<file path="config.mk">
export PLATFORM = sky130hd
export DESIGN_NAME = truth_table_capture
export DESIGN_NICKNAME = d
export VERILOG_FILES = /design/src/rtl/truth_table_capture.sv
export SDC_FILE = /design/constraint.sdc
export NUM_CORES = 1
export LEC_CHECK = 0
export ABC_CLOCK_PERIOD_IN_PS = 2700
export CORE_MARGIN = 1
export CORE_UTILIZATION = 52
export CTS_CLUSTER_SIZE = 25
export DETAILED_ROUTE_END_ITERATION = 12
export GPL_TIMING_DRIVEN = 0
export PLACE_DENSITY = 0.85
export SYNTH_ARGS = -nofsm -noshare
export SYNTH_HDL_FRONTEND = slang
export SYNTH_SLANG_ARGS = --single-unit
</file>
<file path="constraint.sdc">
create_clock -name clk -period 2.7 [get_ports clk]
set_clock_uncertainty 0.1 [all_clocks]
set_input_delay 0.81 -clock clk [delete_from_list [all_inputs] [get_ports clk]]
set_output_delay 0.81 -clock clk [all_outputs]
set_load 0.02 [all_outputs]
</file>
<file path="src/rtl/truth_table_capture.sv">
// Sweeps every input combination through a function under test and captures its truth table; valid 2^N*SETTLE_CYCLES cycles after start.
// Word is held on tt_out/tt_valid until tt_ready; abort cancels a sweep or a pending word at the next edge.
module truth_table_capture #(
    parameter int N_INPUTS      = 3,
    parameter int SETTLE_CYCLES = 2,
    parameter int CNT_W         = $clog2(SETTLE_CYCLES + 1)
) (
    input  logic                     clk,
    input  logic                     rst_n,
    input  logic                     start,
    input  logic                     abort,
    output logic                     busy,
    output logic [N_INPUTS-1:0]      drive,
    input  logic                     sample_in,
    output logic [(1<<N_INPUTS)-1:0] tt_out,
    output logic                     tt_valid,
    input  logic                     tt_ready
);

    localparam logic [1:0] S_IDLE   = 2'd0;
    localparam logic [1:0] S_SETTLE = 2'd1;
    localparam logic [1:0] S_VALID  = 2'd2;

    localparam logic [CNT_W-1:0]    CNT_LAST   = CNT_W'(SETTLE_CYCLES - 1);
    localparam logic [N_INPUTS-1:0] DRIVE_LAST = '1;

    logic [1:0]       state;
    logic [CNT_W-1:0] cnt;

    always_ff @(posedge clk or negedge rst_n) begin
        if (!rst_n) begin
            state    <= S_IDLE;
            drive    <= '0;
            cnt      <= '0;
            tt_out   <= '0;
            busy     <= 1'b0;
            tt_valid <= 1'b0;
        end else begin
            case (state)
                S_IDLE: begin
                    drive <= '0;
                    cnt   <= '0;
                    // abort beats start so a held abort keeps the block parked
                    if (start && !abort) begin
                        state  <= S_SETTLE;
                        busy   <= 1'b1;
                        tt_out <= '0;
                    end
                end
                S_SETTLE: begin
                    if (abort) begin
                        state    <= S_IDLE;
                        drive    <= '0;
                        cnt      <= '0;
                        busy     <= 1'b0;
                        tt_valid <= 1'b0;
                    end else if (cnt == CNT_LAST) begin
                        tt_out[drive] <= sample_in;
                        cnt           <= '0;
                        if (drive == DRIVE_LAST) begin
                            state    <= S_VALID;
                            tt_valid <= 1'b1;
                            drive    <= '0;
                        end else begin
                            drive <= drive + 1'b1;
                        end
                    end else begin
                        cnt <= cnt + 1'b1;
                    end
                end
                S_VALID: begin
                    drive <= '0;
                    cnt   <= '0;
                    if (abort || tt_ready) begin
                        state    <= S_IDLE;
                        busy     <= 1'b0;
                        tt_valid <= 1'b0;
                    end
                end
                default: begin
                    state    <= S_IDLE;
                    drive    <= '0;
                    cnt      <= '0;
                    busy     <= 1'b0;
                    tt_valid <= 1'b0;
                end
            endcase
        end
    end

endmodule
</file>
==> flow_metrics.py, run 1 <==
metrics = {
    "timing": {
        "max_slew.worst_pin.slew_ns": 0.7588,
        "fin_crit_sh": 0.8798,
        "fin_crit_ns": 2.375,
        "fin_setup_tns_ns": 0,
        "fmax_mhz": 421.0,
        "relSlewSlack": 0.4925,
        "hold_viol": 0,
        "finalMaxSlewViolations": 0,
        "setup_viol": 0,
        "rsz0062_at_grt": "false",
    },
    "synth": {
        "yosysWarnings": 0,
        "synth_area_um2": 878.3,
        "ys_types": 29,
        "syn_nets": 102,
        "netlist_instances": 94,
        "ys_seq_area_frac": 0.4843,
        "ys_ff_latch": 17,
        "syn_avg_cell_area_um2": 9.344,
    },
    "global_route": {
        "grt_pass1_wl_um": 3160,
        "grt_max_degree": 18,
        "antenna_found_initial": 0,
        "grt-ovfl-total": 0,
        "grt_pass1_vias": 733,
        "grt_use_total": 0.2259,
    },
    "cts": {
        "cts_buffers": 3,
        "cts_resized": 0,
        "clk_latency_ns": 0.29,
        "clk_pin_slew_ns": 0.11,
        "cts.path.max_buffers": 2,
        "cts-hold-fix-buffers": 0,
        "clkSinkCount": 17,
        "ctsHtreeMaxLevel": 1,
        "root_buffer": "clkbuf_4",
        "post_cts_buffers": 0,
        "cts_tree": "yes",
    },
    "place": {
        "dpl.hpwl_um": 1433,
        "place.gp.congestion": 0.8295,
        "port_buffers": 18,
    },
    "layout": {
        "areaGrowthSynthToFinish_pct": 25.93,
        "final_util": 0.7175,
        "nNetsFinal": 125,
        "diodes": 0,
        "drive_gt1_frac": 0.06897,
    },
    "status": {
        "status": "complete, no violations",
    },
    "power_and_ir_drop": {
        "p_leak_nw": 0.4856,
        "vdd_drop_max_mv": 0.3513,
        "clkPwrFrac": 0.202,
        "power_frac_seq": 0.481,
        "power.internal_uw": 453.2,
        "netSwitchingPower_uw": 218.7,
        "p_sw_frac": 0.3255,
        "pwr-share-comb": 0.316,
        "cellPowerDensity_mw_per_mm2": 607.5,
    },
    "die": {
        "chipWidth_um": 43.10,
        "row_count": 14,
        "die_h_um": 43.10,
        "core_mm2": 0.001541,
        "die-area_mm2": 0.001858,
        "ios": 19,
        "start_util": 0.5698,
    },
    "detailed_routing": {
        "dr.pass1.iters": 4,
        "drc": 0,
        "wire_per_inst_um": 14.49,
        "viasPerCell": 6.083,
        "wl_um": 1913,
        "drt_iter0_markers": 17,
        "antenna_left": 0,
        "routed-via-count": 803,
    },
    "critical_path": {
        "slowest_stage": "clkdlybuf4s50_1",
        "critPathArrivalTime_ns": 1.47,
        "path_delay_family": "buffers and inverters",
        "start_kind": "flip-flop",
        "worst_path_largest_cell_delay_ns": 0.66,
        "end_kind": "output pin",
        "crit_fanout": 9,
        "crit_type": "flip-flop to output pin",
        "worstPathRequired_ns": 1.79,
        "crit_buf_inv": 1,
        "path_cells": "clkdlybuf4s50_1",
    },
    "worst_hold_path": {
        "hold_class": "flip-flop to flip-flop",
    },
    "job": {
        "drv_cap": 0,
    },
}
==> cells in the final DEF (no fill, tap or decap), types with 2 or more instances in the layout <==
cell / synthesis / routed
a21o_1: 2 / 2
a21oi_1: 5 / 5
buf_4: 2 / 2
clkbuf_4: 0 / 3
clkdlybuf4s50_1: 0 / 18
dfrtp_1: 17 / 17
ha_1: 2 / 2
inv_1: 2 / 2
mux2i_1: 2 / 2
nand2_1: 12 / 12
nand2b_1: 3 / 3
nand3_1: 8 / 8
nor2_1: 7 / 7
nor2b_1: 3 / 3
nor3_1: 2 / 2
o211ai_1: 7 / 7
o21ai_0: 4 / 4
or3_1: 3 / 3
==> per-layer routing <==
layer	global-route usage	routed length, um	share of wire	vias up
met5	0	0	0	-
met2	0.3731	880	0.46	29
li1	-	-	-	382
met4	0.09091	42	0.022	0
met1	0.2880	891	0.47	386
met3	0.04255	99	0.052	6
==> area by class of cell <==
class                   instances  area [um^2]
clock buffers                   3        22.52
fillers                       128        435.4
inverters                       2        7.507
repair buffers                 18        180.2
multi-input cells              71        421.7
flip-flops and latches         17        425.4
well taps                      16        20.02
clock inverters                 1        5.005
plain buffers                   4        23.77
==> worst paths after layout <==
check	start	end	slack [ns]	cells past startpoint
max in group asynchronous	rst_n	drive[1]	1.16	1
min in group asynchronous	rst_n	tt_valid	0.86	1
worst min-delay path	cnt[0]	cnt[0]	0.36	1
worst min register to register	cnt[0]	cnt[0]	0.36	1
worst max-delay path	drive[2]	drive[2]	0.32	1
worst max register to register	state[0]	tt_out[7]	1.08	5
==> through the flow <==
step / cell area [um^2] / power, mW / worst slack (ns) / hold slack [ns] / cells
CTS: 1106 / 0.6732 / 0.3362 / 0.3637 / 132
global route: 1106 / 0.7029 / 0.2682 / 0.3919 / 132
floorplan: 878.3 / 0.4339 / 0.9551 / 0.3178 / 94
finish: 1106 / 0.6720 / 0.3246 / 0.3595 / 132
global placement: 1079 / 0.5317 / 0.3155 / 0.3313 / 128
detailed placement: 1079 / 0.5417 / 0.3015 / 0.3457 / 128
==> synth_stat cells <==
cell type  number  area [um^2]
a211o_1         1        8.760
a21o_1          2        15.01
a21oi_1         5        25.02
a31oi_1         1        6.260
and2_1          1        6.260
and3b_1         1        8.760
buf_2           1        5.000
buf_4           2        15.01
clkbuf_1        1        3.750
dfrtp_1        17        425.4
ha_1            2        25.02
inv_1           2        7.510
mux2i_1         2        20.02
nand2_1        12        45.04
nand2b_1        3        18.77
nand3_1         8        40.04
nand3b_1        1        7.510
nand4_1         1        6.260
nand4b_1        1        8.760
nor2_1          7        26.28
nor2b_1         3        18.77
nor3_1          2        10.01
nor3b_2         1        12.51
o211ai_1        7        52.55
o21a_1          1        7.510
o21ai_0         4        20.02
o21ai_1         1        5.000
o32ai_1         1        8.760
or3_1           3        18.77
==> power groups by stage <==
stage	Clock [mW]	Sequential, mW	Combinational (mW)
5_1_grt	0.146	0.330	0.227
6_report	0.136	0.323	0.213
4_1_cts	0.137	0.324	0.213
3_3_place_gp	0	0.326	0.206
3_5_place_dp	0	0.329	0.213
2_1_floorplan	0	0.372	0.0622
==> registers in the layout, summed over array words and instances (netlist names) <==
signal,count
tt_out,8
state,2
cnt,2
tt_valid,1
drive,3
busy,1
==> worst register-to-register path: stages (launching register included) <==
cell and delay, ns:
dfrtp_1 0.38, buf_2 0.21, nor2b_1 0.06, o21ai_1 0.51
nand2_1 0.16, o211ai_1 0.12
==> cells by family after synthesis <==
group | Yosys count | synth area share
and+or+nand+nor | 44 | 0.2593
AOI/OAI and AO/OA | 23 | 0.1695
DFF | 17 | 0.4843
buffers and inverters | 6 | 0.03560
muxes | 2 | 0.02279
adders and majority gates | 2 | 0.02849
(Power assumes the default switching activity.)
==> run 2, diff against run 1 <==
--- a/config.mk
+++ b/config.mk
@@ -8,6 +8,7 @@
 export ABC_CLOCK_PERIOD_IN_PS = 2700
 export CORE_MARGIN = 1
 export CORE_UTILIZATION = 52
+export CTS_CLUSTER_DIAMETER = 80
 export CTS_CLUSTER_SIZE = 25
 export DETAILED_ROUTE_END_ITERATION = 12
 export GPL_TIMING_DRIVEN = 0
==> results of run 2 <==
No change in the layout: final DEF, timing and power equal those of run 1.
